==> src/rtl/vga_pkg.sv <==
// vga_pkg: shared timing constants and helpers for the VGA raster generator.
//   - DEF_*      : default 640x480@60 timing (25 MHz pixel rate from 50 MHz).
//   - h_total    : total pixels per line for a given set of region widths.
//   - v_total    : total lines per frame for a given set of region heights.
//   - cnt_w_ok   : true when a counter of cnt_w bits can hold total-1.
package vga_pkg;

  localparam int DEF_H_ACTIVE = 640;
  localparam int DEF_H_FP     = 16;
  localparam int DEF_H_SYNC   = 96;
  localparam int DEF_H_BP     = 48;
  localparam int DEF_V_ACTIVE = 480;
  localparam int DEF_V_FP     = 10;
  localparam int DEF_V_SYNC   = 2;
  localparam int DEF_V_BP     = 33;
  localparam int DEF_CLK_DIV  = 2;
  localparam int DEF_CNT_W    = 11;

  function automatic int h_total(input int active, input int fp, input int sync, input int bp);
    return active + fp + sync + bp;
  endfunction

  function automatic int v_total(input int active, input int fp, input int sync, input int bp);
    return active + fp + sync + bp;
  endfunction

  // Width limit keeps the shift inside a 32-bit int.
  function automatic bit cnt_w_ok(input int cnt_w, input int total);
    return (cnt_w >= 1) && (cnt_w <= 30) && ((total - 1) < (1 << cnt_w));
  endfunction

endpackage

==> src/rtl/vga_axis_counter.sv <==
// vga_axis_counter: one raster axis (horizontal or vertical).
// Region order along the axis is active, front porch, sync, back porch.
// Ports:
//   clk      in  : clock
//   rst      in  : synchronous active-high reset, loads the last position
//                  (TOTAL-1) so the first step lands on 0
//   step     in  : advance by one position
//   cnt      out : current position
//   wrap     out : this step moves TOTAL-1 -> 0 (combinational, includes step)
//   active   out : cnt is inside the active region
//   sync_lvl out : POL inside the sync region, ~POL elsewhere
module vga_axis_counter
  import vga_pkg::*;
#(
  parameter int ACTIVE = DEF_H_ACTIVE,
  parameter int FP     = DEF_H_FP,
  parameter int SYNC   = DEF_H_SYNC,
  parameter int BP     = DEF_H_BP,
  parameter bit POL    = 1'b0,
  parameter int CNT_W  = DEF_CNT_W
) (
  input  logic             clk,
  input  logic             rst,
  input  logic             step,
  output logic [CNT_W-1:0] cnt,
  output logic             wrap,
  output logic             active,
  output logic             sync_lvl
);

  localparam int TOTAL = ACTIVE + FP + SYNC + BP;

  localparam logic [CNT_W-1:0] LAST       = CNT_W'(TOTAL - 1);
  localparam logic [CNT_W-1:0] ACT_END    = CNT_W'(ACTIVE);
  localparam logic [CNT_W-1:0] SYNC_START = CNT_W'(ACTIVE + FP);
  localparam logic [CNT_W-1:0] SYNC_END   = CNT_W'(ACTIVE + FP + SYNC);

  logic at_last;

  assign at_last = (cnt == LAST);
  assign wrap    = step && at_last;

  always_ff @(posedge clk) begin
    if (rst) begin
      cnt <= LAST;
    end else if (step) begin
      cnt <= at_last ? '0 : cnt + 1'b1;
    end
  end

  assign active   = (cnt < ACT_END);
  assign sync_lvl = ((cnt >= SYNC_START) && (cnt < SYNC_END)) ? POL : ~POL;

endmodule

==> src/rtl/vga_timing_gen.sv <==
// vga_timing_gen: parametrised VGA raster timing generator.
// Derives the pixel clock enable and VGA_CLK from CLOCK_50, runs the H/V
// raster counters, and delays sync/blank by PIPE pixel periods so they line
// up with a downstream pixel pipeline.
// Ports:
//   CLOCK_50    in  : single clock, everything on its rising edge
//   RESET       in  : synchronous active-high reset, highest priority
//   ENABLE      in  : run (1) / freeze (0) the raster
//   PIX_CE      out : pixel clock enable; counters advance at the end of
//                     the cycle in which it is high (the VGA_CLK falling edge)
//   VGA_CLK     out : pixel clock to the DAC (registered, glitch-free)
//   HCNT_OUT    out : horizontal position
//   VCNT_OUT    out : vertical position
//   IAA_OUT     out : counters are in the active area (not delayed)
//   TC_OUT      out : one-cycle strobe when the counters become (0,0)
//   FRAME_CNT   out : frame number, first frame after reset reads 0
//   VGA_HS/VS   out : syncs, delayed PIPE pixel periods
//   VGA_BLANK_N out : active-area indicator, delayed PIPE pixel periods,
//                     forced low while the raster is frozen
//   VGA_SYNC_N  out : tied low
// There is no valid/ready handshake here: PIX_CE is the only qualifier, and
// consumers of HCNT_OUT/VCNT_OUT/IAA_OUT/TC_OUT treat a value as new on the
// cycle after a PIX_CE cycle.
module vga_timing_gen
  import vga_pkg::*;
#(
  parameter int H_ACTIVE = DEF_H_ACTIVE,
  parameter int H_FP     = DEF_H_FP,
  parameter int H_SYNC   = DEF_H_SYNC,
  parameter int H_BP     = DEF_H_BP,
  parameter int V_ACTIVE = DEF_V_ACTIVE,
  parameter int V_FP     = DEF_V_FP,
  parameter int V_SYNC   = DEF_V_SYNC,
  parameter int V_BP     = DEF_V_BP,
  parameter bit HS_POL   = 1'b0,
  parameter bit VS_POL   = 1'b0,
  parameter int CLK_DIV  = DEF_CLK_DIV,
  parameter int PIPE     = 0,
  parameter int CNT_W    = DEF_CNT_W
) (
  input  logic             CLOCK_50,
  input  logic             RESET,
  input  logic             ENABLE,
  output logic             PIX_CE,
  output logic             VGA_CLK,
  output logic [CNT_W-1:0] HCNT_OUT,
  output logic [CNT_W-1:0] VCNT_OUT,
  output logic             IAA_OUT,
  output logic             TC_OUT,
  output logic [7:0]       FRAME_CNT,
  output logic             VGA_HS,
  output logic             VGA_VS,
  output logic             VGA_BLANK_N,
  output logic             VGA_SYNC_N
);

  // ---------------------------------------------------------------------
  // Elaboration-time legality checks
  // ---------------------------------------------------------------------
  generate
    if (CLK_DIV < 2 || (CLK_DIV % 2) != 0) begin : g_bad_clk_div
      $error("vga_timing_gen: CLK_DIV must be even and >= 2");
    end
    if (PIPE < 0 || PIPE > 7) begin : g_bad_pipe
      $error("vga_timing_gen: PIPE must be in 0..7");
    end
    if (H_ACTIVE < 1 || H_FP < 1 || H_SYNC < 1 || H_BP < 1 ||
        V_ACTIVE < 1 || V_FP < 1 || V_SYNC < 1 || V_BP < 1) begin : g_bad_region
      $error("vga_timing_gen: every region width must be >= 1");
    end
    if (!cnt_w_ok(CNT_W, h_total(H_ACTIVE, H_FP, H_SYNC, H_BP)) ||
        !cnt_w_ok(CNT_W, v_total(V_ACTIVE, V_FP, V_SYNC, V_BP))) begin : g_bad_cnt_w
      $error("vga_timing_gen: CNT_W too small for H_TOTAL-1 / V_TOTAL-1");
    end
  endgenerate

  // ---------------------------------------------------------------------
  // Pixel divider
  // ---------------------------------------------------------------------
  localparam int DIV_W = (CLK_DIV > 2) ? $clog2(CLK_DIV) : 1;

  localparam logic [DIV_W-1:0] DIV_LAST = DIV_W'(CLK_DIV - 1);
  localparam logic [DIV_W-1:0] DIV_HALF = DIV_W'(CLK_DIV / 2);

  logic [DIV_W-1:0] div_q;
  logic [DIV_W-1:0] div_next;
  logic             vga_clk_q;
  logic             run_q;
  logic             tc_q;
  logic [7:0]       frame_q;
  logic             pix_ce;

  assign div_next = (div_q == DIV_LAST) ? '0 : div_q + 1'b1;
  assign pix_ce   = ENABLE && (div_q == DIV_LAST);

  // ---------------------------------------------------------------------
  // Raster counters
  // ---------------------------------------------------------------------
  logic [CNT_W-1:0] h_cnt;
  logic [CNT_W-1:0] v_cnt;
  logic             h_wrap;
  logic             v_wrap;
  logic             h_active;
  logic             v_active;
  logic             h_sync;
  logic             v_sync;

  vga_axis_counter #(
    .ACTIVE (H_ACTIVE),
    .FP     (H_FP),
    .SYNC   (H_SYNC),
    .BP     (H_BP),
    .POL    (HS_POL),
    .CNT_W  (CNT_W)
  ) u_h_axis (
    .clk      (CLOCK_50),
    .rst      (RESET),
    .step     (pix_ce),
    .cnt      (h_cnt),
    .wrap     (h_wrap),
    .active   (h_active),
    .sync_lvl (h_sync)
  );

  // V steps on every H wrap; both wrapping together is the frame boundary.
  vga_axis_counter #(
    .ACTIVE (V_ACTIVE),
    .FP     (V_FP),
    .SYNC   (V_SYNC),
    .BP     (V_BP),
    .POL    (VS_POL),
    .CNT_W  (CNT_W)
  ) u_v_axis (
    .clk      (CLOCK_50),
    .rst      (RESET),
    .step     (h_wrap),
    .cnt      (v_cnt),
    .wrap     (v_wrap),
    .active   (v_active),
    .sync_lvl (v_sync)
  );

  // ---------------------------------------------------------------------
  // Divider, VGA_CLK, frame counter and run flag
  // ---------------------------------------------------------------------
  always_ff @(posedge CLOCK_50) begin
    if (RESET) begin
      div_q     <= '0;
      vga_clk_q <= 1'b0;
      run_q     <= 1'b0;
      tc_q      <= 1'b0;
      frame_q   <= 8'hFF;
    end else begin
      run_q <= ENABLE;
      tc_q  <= v_wrap;
      if (ENABLE) begin
        div_q     <= div_next;
        // Registered from the next divider value so VGA_CLK never glitches.
        vga_clk_q <= (div_next >= DIV_HALF);
      end
      if (v_wrap) begin
        frame_q <= frame_q + 8'd1;
      end
    end
  end

  // ---------------------------------------------------------------------
  // Sync/blank delay pipe, advancing once per pixel
  // ---------------------------------------------------------------------
  logic hs_now;
  logic vs_now;
  logic blank_now;
  logic hs_d;
  logic vs_d;
  logic blank_d;

  assign hs_now    = h_sync;
  assign vs_now    = v_sync;
  assign blank_now = h_active && v_active;

  generate
    if (PIPE == 0) begin : g_no_pipe
      assign hs_d    = hs_now;
      assign vs_d    = vs_now;
      assign blank_d = blank_now;
    end else begin : g_pipe
      // Stage 0 captures the pre-step position, so each stage adds exactly
      // one pixel period of latency.
      logic [2:0] stage_q [PIPE];

      always_ff @(posedge CLOCK_50) begin
        if (RESET) begin
          for (int i = 0; i < PIPE; i++) begin
            stage_q[i] <= {~HS_POL, ~VS_POL, 1'b0};
          end
        end else if (pix_ce) begin
          stage_q[0] <= {hs_now, vs_now, blank_now};
          for (int i = 1; i < PIPE; i++) begin
            stage_q[i] <= stage_q[i-1];
          end
        end
      end

      assign {hs_d, vs_d, blank_d} = stage_q[PIPE-1];
    end
  endgenerate

  // ---------------------------------------------------------------------
  // Outputs
  // ---------------------------------------------------------------------
  assign PIX_CE      = pix_ce;
  assign VGA_CLK     = vga_clk_q;
  assign HCNT_OUT    = h_cnt;
  assign VCNT_OUT    = v_cnt;
  assign IAA_OUT     = h_active && v_active;
  assign TC_OUT      = tc_q;
  assign FRAME_CNT   = frame_q;
  assign VGA_HS      = hs_d;
  assign VGA_VS      = vs_d;
  assign VGA_BLANK_N = blank_d && run_q;
  assign VGA_SYNC_N  = 1'b0;

endmodule
==> config.mk <==
export PLATFORM = sky130hd
export DESIGN_NAME = vga_timing_gen
export DESIGN_NICKNAME = d
export VERILOG_FILES = /design/src/rtl/vga_pkg.sv /design/src/rtl/vga_axis_counter.sv /design/src/rtl/vga_timing_gen.sv
export SDC_FILE = /design/constraint.sdc
export NUM_CORES = 1
export LEC_CHECK = 0
export ABC_AREA = 1
export ABC_CLOCK_PERIOD_IN_PS = 1690
export CORE_ASPECT_RATIO = 1.5
export CORE_MARGIN = 4
export CORE_UTILIZATION = 51
export CTS_CLUSTER_DIAMETER = 50
export DETAILED_ROUTE_END_ITERATION = 8
export GPL_ROUTABILITY_DRIVEN = 0
export PLACE_DENSITY = 0.79
export SYNTH_ARGS = -nofsm -noshare
export SYNTH_HDL_FRONTEND = slang
export SYNTH_SLANG_ARGS = --single-unit
export TNS_END_PERCENT = 10
==> constraint.sdc <==
create_clock -name CLOCK_50 -period 1.69 [get_ports CLOCK_50]
set_clock_uncertainty 0.05 [all_clocks]
set_input_delay 0.169 -clock CLOCK_50 [delete_from_list [all_inputs] [get_ports CLOCK_50]]
set_output_delay 0.169 -clock CLOCK_50 [all_outputs]
set_load 0.02 [all_outputs]
==> results of run 1 <==
==> per-stage QoR <==
step | TNS, ns | setup slack, ns | utilization (%)
after floorplan | 0 | 0.116 | -
after global placement | 0 | 0.0430 | 70.3
after detailed placement | 0 | 0.00879 | 70.3
after CTS | 0 | 0.00859 | 72.5
after global routing | -0.0622 | -0.0478 | 73.7
final | 0 | 0.0304 | 73.7
==> what timing repair did <==
action | CTS | global route
buffers inserted | 0 | 0
setup endpoints to repair | 4 | 23
resized for setup | 7 | 20
pin swaps | 0 | 4
hold endpoints to repair | 0 | 0
==> synth_stat cells (2+ instances only) <==
cell	count
sky130_fd_sc_hd__dfxtp_1	33
sky130_fd_sc_hd__nor2_4	2
sky130_fd_sc_hd__ha_1	5
sky130_fd_sc_hd__nor2_1	40
sky130_fd_sc_hd__nand3_1	29
sky130_fd_sc_hd__nor3_1	7
sky130_fd_sc_hd__o21ai_0	8
sky130_fd_sc_hd__nand2_1	95
sky130_fd_sc_hd__inv_2	2
sky130_fd_sc_hd__nand4_1	3
sky130_fd_sc_hd__buf_4	2
sky130_fd_sc_hd__nor2_2	7
sky130_fd_sc_hd__buf_2	2
sky130_fd_sc_hd__nand2_2	5
sky130_fd_sc_hd__clkbuf_1	2
sky130_fd_sc_hd__o2111ai_1	2
sky130_fd_sc_hd__inv_1	32
sky130_fd_sc_hd__buf_6	3
sky130_fd_sc_hd__xor2_1	6
sky130_fd_sc_hd__a21oi_1	7
==> final cells by class <==
type	count	area share, %
clock buffer	8	2.92
inverter	35	4.84
multi-input combinational	228	43.6
sequential	33	24.2
tap	43	1.96
timing repair buffer	69	22.5
==> kinds of logic after synthesis <==
group / after synthesis / synth area share (%)
AND/OR/NAND/NOR: 193 / 43.6
buffers and inverters: 44 / 9.97
flip-flops: 33 / 33.1
AO/OA/AOI/OAI: 22 / 6.96
XOR/XNOR: 7 / 3.07
adder cells (fa/ha/maj): 5 / 3.13
other: 1 / 0.188
==> routing by layer <==
| layer | part of all wire [%] | up-vias | wire, um |
|---|---|---|---|
| met5 | 0 | - | 0 |
| met3 | 4.1 | 10 | 211 |
| li1 | - | 1086 | - |
| met4 | 2.2 | 0 | 114 |
| met1 | 40 | 941 | 2070 |
| met2 | 53 | 51 | 2750 |
==> how the worst min path moves through the flow <==
stage | from | endpoint | slack, ns | depth (start not counted)
2_1_floorplan | ENABLE | run_q | 0.23 | 2
3_3_place_gp | FRAME_CNT[6] | FRAME_CNT[6] | 0.42 | 2
3_5_place_dp | FRAME_CNT[6] | FRAME_CNT[6] | 0.43 | 2
4_1_cts | FRAME_CNT[6] | FRAME_CNT[6] | 0.45 | 2
5_1_grt | FRAME_CNT[5] | FRAME_CNT[5] | 0.47 | 2
6_report | FRAME_CNT[6] | FRAME_CNT[6] | 0.45 | 2
==> worst reg2reg max path: cells and delay by family (launching register included) <==
kind,cells,cell delay (ns)
simple gates,7,0.75
flops,1,0.31
buf+inv,2,0.23
fa+ha+maj,1,0.15
==> where the power goes <==
part           leakage [nW]  total, W  switching [W]  internal [W]
registers             0.269  0.000855      0.0000384      0.000817
logic                  1.05  0.000525       0.000307      0.000218
clock network        0.0395  0.000590       0.000297      0.000293
==> flip-flops by register name (all words and copies together) (netlist names) <==
| name | cells |
|---|---|
| TC_OUT | 1 |
| FRAME_CNT | 8 |
| div_q | 1 |
| u_h_axis.cnt | 11 |
| u_v_axis.cnt | 11 |
| run_q | 1 |
==> results summary, run 1 <==
The critical path in this run is classified as register to output port. The final cycle utilization of the critical path is between 90% and 100%. The sink count of the clock tree came out at 33. After synthesis, the largest area contributor takes up 33.1% of total cell area. The signal arrival time at the worst endpoint is approximately 1.4 ns.

The maximum single-stage delay on the critical path came out at 0.35 ns. The start of the worst register-to-register path is u_v_axis.cnt[0]. The area of all sequential standard cells is about 660 um^2. The floorplan step set the die width to 59.1 um.

The power after layout came out at 0.00197 W. The largest total area in the synthesized netlist belongs to sky130_fd_sc_hd__dfxtp_1. The endpoint identified for the worst register-to-register timing path is u_v_axis.cnt[5]. The post-synthesis instance area is ~0.0020 mm^2.

The layout cell share with drive strength beyond 1 came out at 19.3%. Relative to the synthesized area, the layout overhead comes to 37.3%. The clock buffer count from CTS came out at 5. The number of synthesized register bits came out at 33.

The worst vdd rail ir drop came out at between 0.0006 and 0.0007 V. The leakage power is between 1 and 1.5 nW. The final number of max-transition violations was 0.

The aggregate routed wire length came out at 5150 um. The maximum achievable frequency came out at 0.603 GHz. The final-stage net count is between 300 and 400. The setup slack of the worst register-to-register path came out at around 0.12 ns. The total track usage is 22.6%. Counting every instance in the synthesized netlist gives approximately 310. The category of cells accounting for the largest share of critical-path delay is buffers and inverters.

The cell sitting at the root of the clock tree is a sky130_fd_sc_hd__clkbuf_8. The via count of the first global-routing pass is roughly 2100. STA classifies the critical path endpoint as an output port. The layer flagged by global routing as most heavily used is met2.

The detailed-route vias per instance came out at 5.02. Entering global routing, the biggest net connects 12 pins. Leaving out fill and tap cells, the most frequent cell in the layout is sky130_fd_sc_hd__nand2_1. In this run, synthesis inferred 0 flip-flops with an integrated enable. The top-level I/O count came out at approximately 40. The met1 demand-to-capacity share in global routing came out at 26.6%. The area of the die came out at ~0.0050 mm^2. In this run, the number of DRC markers left after iteration 0 of detailed routing was a little over 70. The number of logic stages on the critical path including buffering is 5. The maximum fanout count along the critical path is 2. The final design instance area without fill is between 0.002 and 0.003 mm^2. The flow ran to the end, and the final reports show no timing, DRC or antenna violations. TritonCTS built the clock tree. The final number of hold-violating endpoints came out at 0.

The antenna diode instance count came out at 0. The critical path ends at VGA_VS. Once placement finished, the instance area stood at 0.00261 mm^2. The count of placed standard cells including taps is just over 400.

The number of placement rows came out at 27. STA classifies the critical path startpoint as a register. The quantity of hold-fixing buffers added after cts is 0. In this run the remaining antenna-violating nets after routing total 0.

The count of final setup violators is 0. The top cell types in the final layout, fill and taps aside, are sky130_fd_sc_hd__nand2_1, sky130_fd_sc_hd__nor2_1, sky130_fd_sc_hd__clkdlybuf4s50_1, sky130_fd_sc_hd__inv_1, sky130_fd_sc_hd__dfxtp_1. The number of nets produced by synthesis came out at 313. The count of buffering cells on the critical path with inverters included is 2. Detailed routing inserted a total of around 2100 vias.

The routing usage on met3 is 4.15%. The number of warnings reported in the yosys synthesis log is 0. Before antenna repair, the detailed router went through 4 iterations. The number of violations of the max-capacitance limit came out at 0.

The vertical die dimension came out at around 85 um. The global-route wire length before repair is between 9000 and 10000 um. The area inside the core boundary came out at about 0.0037 mm^2.

The filler cell count in the final layout came out at roughly 320. The cell count of the worst reg-to-reg path is 10. The clock-pin slew on the worst setup and hold paths came out at ~0.070 ns. After synthesis, the cell types taking the most area are sky130_fd_sc_hd__dfxtp_1, sky130_fd_sc_hd__nand2_1, sky130_fd_sc_hd__nor2_1, sky130_fd_sc_hd__nand3_1, sky130_fd_sc_hd__inv_1. The global routing usage on met2 is about two fifths. The initial core utilization is between 50% and 60%. Synthesis instantiated 33 different standard cells from the library. Dividing total power by cell area gives a power density of slightly above 700 mW/mm^2.

The number of antenna violations at the first check in global routing came to 0. The worst hold slack across all endpoints came out at between 0.4 and 0.5 ns. The mean routed wirelength per cell came out at around 12 um. The worst path needs ~1.7 ns of the cycle, external delays included.

The post-synthesis average cell area came out at approximately 6.5 um^2. For this run the aggregate overflow at the end of global routing stands at 0. The longest clock path from root to sink contains 2 buffers. For this run, design rule violations remaining after detail routing come to 0.

The H-tree depth is 2. The required time reported for the critical path endpoint came out at 1.47 ns. The most used flip-flop cell after synthesis is sky130_fd_sc_hd__dfxtp_1. The tightest min-delay check is of the register to register type. The critical path goes through nand2_1 > nor3_2 > buf_4 > o2111ai_1 > dlygate4sd2_1. The port buffer count is 39. The multi-input combinational cells in the finished layout cover a total of about 0.0012 mm^2. Setup repair after global routing could not meet its margin everywhere. Detailed placement ended at an HPWL of roughly 4000 um. The finished layout holds 416 standard cells, fillers aside.

The cell at the slowest stage of the critical path is sky130_fd_sc_hd__dfxtp_1. The proportion of register bits with asynchronous set or reset after synthesis is 0%. The portion of the post-synthesis area used by sequential elements came out at around a third. The worst-skew pair later-pin latency is between 0.2 and 0.3 ns. The startpoint of the most critical setup path is u_v_axis.cnt[6].
No activity file was read; power rests on OpenSTA's default activity.
==> run 2, diff against run 1 <==
--- a/config.mk
+++ b/config.mk
@@ -7,13 +7,17 @@
 export LEC_CHECK = 0
 export ABC_AREA = 1
 export ABC_CLOCK_PERIOD_IN_PS = 1690
+export CELL_PAD_IN_SITES_DETAIL_PLACEMENT = 1
+export CELL_PAD_IN_SITES_GLOBAL_PLACEMENT = 1
 export CORE_ASPECT_RATIO = 1.5
 export CORE_MARGIN = 4
-export CORE_UTILIZATION = 51
+export CORE_UTILIZATION = 35
 export CTS_CLUSTER_DIAMETER = 50
+export CTS_CLUSTER_SIZE = 20
 export DETAILED_ROUTE_END_ITERATION = 8
 export GPL_ROUTABILITY_DRIVEN = 0
-export PLACE_DENSITY = 0.79
+export GPL_TIMING_DRIVEN = 0
+export PLACE_DENSITY = 0.77
 export SYNTH_ARGS = -nofsm -noshare
 export SYNTH_HDL_FRONTEND = slang
 export SYNTH_SLANG_ARGS = --single-unit
==> run 2 against run 1 <==
  * Sequential share of layout area increased by 1.6 points
  * Register-to-register slack barely moved
  * Via count is 0.86% higher
  * Power shrank 1.2%
  * Die area grew 40%
  * Critical path depth stayed put
  * Largest power group unchanged
==> results summary, run 2 (synthesis results as in run 1) <==
The run finished with clean final reports. The total track usage is 17.9%. Walking the worst path, the cells encountered are nand2_2 > nor3_4 > buf_4 > o2111ai_1 > buf_2. STA puts the critical path data arrival time at about 1.5 ns. The slew at the pin closest to its max-slew limit is 0.626 ns. The clock buffer count from CTS is 5.

CTS placed an instance of sky130_fd_sc_hd__clkbuf_8 at the clock tree root. The non-filler instance count after layout is approximately 430. The aggregate routed wire length is around 5900 um. The fraction of power consumed by sequential logic came out at between 40% and 50%.

The number of placement rows is 33. The worst vdd rail ir drop came out at approximately 0.00043 V. The leakage power came out at approximately 1.3 nW. Leaving out fill and tap cells, the most frequent cells in the layout are sky130_fd_sc_hd__nand2_1, sky130_fd_sc_hd__nor2_1, sky130_fd_sc_hd__clkdlybuf4s50_1, sky130_fd_sc_hd__inv_1, sky130_fd_sc_hd__nand3_1. The mean routed wirelength per cell is around 14 um. The number of nets still failing antenna checks after routing came out at 0. The sink count of the clock tree is 33. The maximum number of pins on one net before global-route repair is 11. Setup violations remaining at the end of the flow were counted as 0.

The critical path is of the register to output port type. The detailed-route vias per instance came out at about 5.0. The power density of the placed cells came out at about 740 mW/mm^2. The maximum fanout count along the critical path came out at 7. The required time reported for the critical path endpoint came out at 1.47 ns. The worst-skew pair later-pin latency is between 0.2 and 0.3 ns. The H-tree depth is 2. The count of placed standard cells including taps came out at about 410. The top-level I/O count came out at 41. The setup slack of the worst register-to-register path came out at ~0.12 ns. The routed layout has 2106 vias.

The worst slew margin relative to its limit came out at 58.2%. The via count of the first global-routing pass came to ~2200. The worst setup path is launched from a register.

The clock passes through at most 2 buffers. The worst path uses 98.7% of the clock period. The final design instance area without fill is between 0.002 and 0.003 mm^2. The power spent charging and discharging nets came out at roughly 0.00066 W.

The layout cell share with drive strength beyond 1 is 17.2%. The number of optimization iterations in the first detailed-route pass is 4. The clock-pin slew on the worst setup and hold paths is about 0.07 ns. The area of the die came out at ~0.007 mm^2. In this design, the stage delay of the slowest critical-path cell is roughly 0.43 ns. The path class of the lowest-slack min-delay path is primary input to register. The antenna diode instance count is 0. Of the total power, the share spent switching nets is around a third. The first global-routing pass estimated between 10000 and 15000 um of wire. The placed instances occupy a cell area of roughly 0.0025 mm^2.

The final-stage net count is roughly 360. The maximum achievable frequency is 0.600 GHz. Cells fill between 40 and 50% of the core in the end. Broken down by cell family, the worst path's largest delay share belongs to flip-flops.

The violation count after the first detailed-route iteration is between 100 and 150. Setup repair after global routing could not meet its margin everywhere. The clock share of power came out at between 30% and 40%. TritonCTS built the clock tree. Among all stages on the critical path, the largest delay is contributed by sky130_fd_sc_hd__dfxtp_2. For this design, the CTS-stage hold fixing added 0 buffers. The area inside the core boundary came out at about 0.0055 mm^2. The vertical die dimension came out at ~100 um. The final number of hold-violating endpoints came to 0. The number of violations of the max-capacitance limit came out at 0. Compared with the post-synthesis result, the final layout area differs by 31.8%. The library cell used most frequently in the layout, excluding fill and tap cells, is sky130_fd_sc_hd__nand2_1.

The final number of max-transition violations is 0. The post-detailed-route DRC marker count is 0. For this configuration, the core starts out at a cell density of 36.3%. The number of antenna violations at the first check in global routing is 0. The count of buffering cells on the critical path with inverters included came out at 2. The power after layout is slightly below 0.002 W. In this run, the combinational gates consume 25.3% of the power.

The worst setup path is captured at an output port. From left edge to right edge, the die measures approximately 70 um. The minimum clock period after layout is between 1.5 and 2 ns. The internal portion of total power came out at 0.00129 W. Detailed placement ended at an HPWL of 4550 um.

The port buffer count came out at 39. The leftover overflow at the end of global routing is 0.
-- run 2: power by group through the flow --
stage          Sequential [W]  Combinational (W)  Clock (W)
2_1_floorplan        0.000915           0.000282          0
3_3_place_gp         0.000878           0.000469          0
3_5_place_dp         0.000880           0.000479          0
4_1_cts              0.000862           0.000485   0.000613
5_1_grt              0.000868           0.000550   0.000643
6_report             0.000860           0.000493   0.000593
-- run 2: per-layer routing --
layer | part of all wire [%] | GRT usage, % | wire length (um)
met4 | 1.8 | 6.93 | 104
met2 | 56 | 34.9 | 3280
met5 | 0 | 0 | 0
met3 | 2.8 | 2.99 | 162
met1 | 40 | 18.9 | 2340
-- run 2: area by class of cell --
class	instances	area, um^2
fill	744	2860
multi-input combinational	228	1180
sequential	33	679
timing repair buffer	42	394
inverter	35	134
tap	70	87.6
buffer	9	75.1
clock buffer	6	72.6
clock inverter	2	10.0
-- run 2: metrics by stage --
step | TNS [ns] | setup slack (ns) | hold WS [ns]
final | 0 | 0.0228 | 0.424
after global placement | -1.92 | -0.303 | 0.426
after global routing | -0.0499 | -0.0242 | 0.450
after detailed placement | -2.33 | -0.347 | 0.442
after CTS | -0.0492 | -0.0146 | 0.421
after floorplan | 0 | 0.116 | 0.226
-- run 2: final timing paths --
kind                                   endpoint  depth (start not counted)             from
worst max-delay path                     VGA_VS                          5  u_v_axis.cnt[7]
worst min-delay path                      run_q                          3           ENABLE
worst max register to register     FRAME_CNT[2]                          8  u_h_axis.cnt[0]
worst min register to register  u_h_axis.cnt[1]                          2  u_h_axis.cnt[1]
-- run 2: repair_timing --
item | CTS | global route
endpoints found under the setup margin | 8 | 27
pin swaps | 1 | 3
setup buffers | 2 | 1
endpoints found under the hold margin | 0 | 0
gates resized for setup | 28 | 17
-- run 2: worst reg2reg max path: cells and delay by family, from the launching register on --
kind	cells	cell delay, ns
simple gates	5	0.61
flops	1	0.36
buf+inv	2	0.23
fa+ha+maj	1	0.17
==> run 3, diff against run 2 <==
--- a/config.mk
+++ b/config.mk
@@ -11,14 +11,16 @@
 export CELL_PAD_IN_SITES_GLOBAL_PLACEMENT = 1
 export CORE_ASPECT_RATIO = 1.5
 export CORE_MARGIN = 4
-export CORE_UTILIZATION = 35
+export CORE_UTILIZATION = 34
 export CTS_CLUSTER_DIAMETER = 50
 export CTS_CLUSTER_SIZE = 20
 export DETAILED_ROUTE_END_ITERATION = 8
 export GPL_ROUTABILITY_DRIVEN = 0
 export GPL_TIMING_DRIVEN = 0
 export PLACE_DENSITY = 0.77
+export SETUP_SLACK_MARGIN = 0.2
 export SYNTH_ARGS = -nofsm -noshare
 export SYNTH_HDL_FRONTEND = slang
+export SYNTH_HIERARCHICAL = 1
 export SYNTH_SLANG_ARGS = --single-unit
 export TNS_END_PERCENT = 10
==> run 3 against run 2 <==
  * Final area down 2.9%
  * Power down 0.89%
  * The run now ends with negative setup slack left
  * Critical path type is now register to register
  * Die area down 7.3%
==> results summary, run 3 <==
The run finished, with violations left. The final reports fail on negative setup slack. The worst-skew pair later-pin latency is slightly below 0.3 ns. The cell sitting at the root of the clock tree is a sky130_fd_sc_hd__clkbuf_8.

In the layout the commonest cells are sky130_fd_sc_hd__nand2_1, sky130_fd_sc_hd__inv_1, sky130_fd_sc_hd__nand3_1, sky130_fd_sc_hd__dlygate4sd2_1, sky130_fd_sc_hd__nor2_1. Setup violations remaining at the end of the flow were counted as 16. The internal portion of total power came out at about 0.0013 W. After synthesis the netlist holds a flip-flop and latch count of 33. The via count of the first global-routing pass came out at between 2000 and 2500. The worst-case setup margin in the final layout is -0.143 ns. The setup slack of the worst register-to-register path came out at -0.14 ns.

The final number of hold-violating endpoints came out at 0. The maximum fanout count along the critical path came out at 5. In the post-synthesis netlist, the biggest area contributors are sky130_fd_sc_hd__dfxtp_1, sky130_fd_sc_hd__nand2_1, sky130_fd_sc_hd__nand3_1, sky130_fd_sc_hd__inv_1, sky130_fd_sc_hd__nor2_1. The mean routed wirelength per cell is 14.2 um. Global routing finished with a remaining overflow of 0. The sink count of the clock tree is 33. Data on the critical path is required at its endpoint by 1.81 ns.

Hold is met by ~0.44 ns. The library cell used most frequently in the layout, excluding fill and tap cells, is sky130_fd_sc_hd__nand2_1. The post-synthesis average cell area is 6.62 um^2. The post-route netlist has 25.5% of its cells at a drive strength greater than 1. The proportion of netlist area held by the largest area contributor came out at a little under two fifths. The top-level I/O count is between 40 and 50.

Counting along the longest clock path gives a buffer depth of 2. The final number of max-transition violations is 0. The floorplan step defined a die boundary enclosing ~0.0065 mm^2. The maximum achievable frequency is about 0.55 GHz. The number of nets still failing antenna checks after routing came out at 0. The portion of the post-synthesis area used by sequential elements is between 30% and 40%. Across the run, the number of max-cap violations was 0.

The slew at the pin closest to its max-slew limit came out at approximately 0.60 ns. The detailed-route vias per instance came out at ~4.8. For this design, the slowest cell found on the critical path is sky130_fd_sc_hd__dfxtp_4.

The total track usage is 18.5%. For this design the ratio of total power to cell area is 755 mW/mm^2. By count the netlist is led by sky130_fd_sc_hd__nand2_1, sky130_fd_sc_hd__inv_1, sky130_fd_sc_hd__dfxtp_1. The number of nets produced by synthesis is roughly 280. In this run the tightest slew margin relative to its limit is roughly three fifths.

The final-stage net count came out at roughly 340. The non-filler instance count after layout came out at ~400. The analysis attributes to cell leakage a power of ~1.3 nW. The layout overhead on the synthesized area came out at 43.3%. The number of antenna diodes in the final layout is 0. The worst vdd rail ir drop is slightly above 0.0006 V.

Counting stages on the worst path, the most repeated cell is sky130_fd_sc_hd__nand2_1. Once the floorplan was initialized, standard cells occupied 34.8% of the core. The cell count after synthesis came out at ~270. Net switching is roughly a third of the power. The number of optimization iterations in the first detailed-route pass is 3. Measured along the y axis, the die boundary spans about 97 um.

Synthesis instantiated 22 different standard cells from the library. The maximum number of pins on one net before global-route repair is 14. The signal arrival time at the worst endpoint is around 2.0 ns. The post-synthesis instance area came out at roughly 0.0018 mm^2. The number of antenna violations at the first check in global routing came out at 0. The share of total power dissipated in combinational logic is ~24%. For this design the total switching power over the nets is roughly 0.00065 W. The H-tree depth is 2. In this design, the largest share of critical-path delay is due to simple AND/OR/NAND/NOR gates. For this run, the number of Yosys warnings is 6. After detailed routing, the total wire length is 5660 um. The worst setup path is launched from a register. The number of flops mapped to enable cells by yosys is 0. The minimum clock period after layout came out at ~1.8 ns. TritonCTS built the clock tree. On the worst path, the slowest cell contributes a delay of 0.37 ns.

The count of placed standard cells including taps is about 380. The critical path goes through ha_4 > nand2_4 > nor2_4 > nand4_1 > inv_2 > buf_4 > nand2_1 > nor2_2 > nand3_1 > nand2_1 > nand2_1 > nand2_1 > nand2_1. After floorplanning, the core was sized to cover 0.00512 mm^2. The total number of vias came out at a little under 2000. The most used flip-flop cell after synthesis is sky130_fd_sc_hd__dfxtp_1. The width of the chip is roughly 67 um. The clock share of power is roughly 31%. The first global-routing pass estimated about 9500 um of wire. The clock-pin slew on the worst setup and hold paths came out at 0.07 ns.

The proportion of register bits with asynchronous set or reset after synthesis is 0%. sky130_fd_sc_hd__dfxtp_1 takes more of the synthesized area than any other cell. The filler cell count in the final layout is between 700 and 800.

The count of buffering cells on the critical path with inverters included came out at 2. The port buffer count came out at 39. Setup repair after global routing could not meet its margin everywhere. In this run, flip-flops and latches consume 45.2% of the power. The endpoint class of the critical path is a register.

The detailed-placement wirelength estimate is 3940 um. In the post-synthesis netlist, the cell with the most instances is sky130_fd_sc_hd__nand2_1. The number of placement rows is 32. The setup path with the least slack is of type register to register. After the first detailed-routing iteration, the DRC count stood at 25. The worst hold path belongs to the class primary input to register. The post-detailed-route DRC marker count came out at 0. The clock buffer count from CTS is 5. In the finished design, the share of the clock period the worst path needs comes to 108%.
-- run 3: cell types whose count changed after synthesis, sizes merged, moves of 3 or more --
cell	change
nor2	-7
nor3	-9
nor4	+3
inv	+10
nand2	-23
nand3	+5
buf	-6
-- run 3: through the flow --
step | setup slack (ns) | area (um^2) | power [W] | utilization, % | TNS (ns)
2_1_floorplan | -0.241 | 1820 | 0.00114 | - | -1.40
3_3_place_gp | -0.746 | 2290 | 0.00128 | 44.8 | -10.19
3_5_place_dp | -0.793 | 2290 | 0.00130 | 44.8 | -11.10
4_1_cts | -0.188 | 2470 | 0.00192 | 48.3 | -1.61
5_1_grt | -0.282 | 2550 | 0.00206 | 49.8 | -3.65
6_report | -0.143 | 2550 | 0.00193 | 49.8 | -1.27
-- run 3: logic make-up (layout without fill, tap and decap cells) --
family | after synthesis | in the layout | share of synthesized area, %
XOR/XNOR | 4 | 4 | 1.97
flip-flops | 33 | 33 | 37.1
AND/OR/NAND/NOR | 165 | 165 | 43.2
AO/OA/AOI/OAI | 17 | 17 | 5.06
other | 1 | 1 | 0.210
adder cells (fa/ha/maj) | 4 | 4 | 2.81
buffers and inverters | 45 | 106 | 9.69
-- run 3: timing repair --
item,4_1_cts,5_1_grt
gates resized for setup,66,19
setup buffers,10,4
hold buffers,0,0
pin swaps,7,10
endpoints found under the setup margin,55,27
-- run 3: final timing paths --
kind / start / end / cells after the start
setup / recovery: u_h_axis/cnt[0] / u_v_axis/cnt[9] / 13
hold / removal: ENABLE / run_q / 3
setup reg to reg: u_h_axis/cnt[0] / u_v_axis/cnt[9] / 13
hold reg to reg: FRAME_CNT[6] / FRAME_CNT[6] / 2
-- run 3: power groups by stage --
stage	clock, W	combinational (W)	sequential (W)
3_3_place_gp	0	0.000394	0.000890
4_1_cts	0.000618	0.000436	0.000870
5_1_grt	0.000662	0.000517	0.000879
2_1_floorplan	0	0.000210	0.000929
3_5_place_dp	0	0.000404	0.000892
6_report	0.000590	0.000467	0.000871
-- run 3: worst min-delay path, delay by kind of cell --
kind | cells | cell delay, ns
buffers and inverters | 2 | 0.52
and+or+nand+nor | 1 | 0.05
-- run 3: area by class of cell --
class	count	area (um^2)	share of cell area [%]
Inverter	44	173	6.76
Sequential cell	33	688	26.9
Multi-Input combinational cell	191	1060	41.4
Tap cell	68	85.1	3.33
Clock buffer	5	68.8	2.69
Clock inverter	3	17.5	0.686
Timing Repair Buffer	53	457	17.9
Buffer	1	7.51	0.294
-- run 3: per-layer routing --
layer	up-vias	GRT usage, %	share of wire [%]
li1	970	-	-
met1	913	20.3	39
met2	35	34.6	56
met3	10	3.25	2.9
met4	0	5.31	2.0
met5	-	0	0
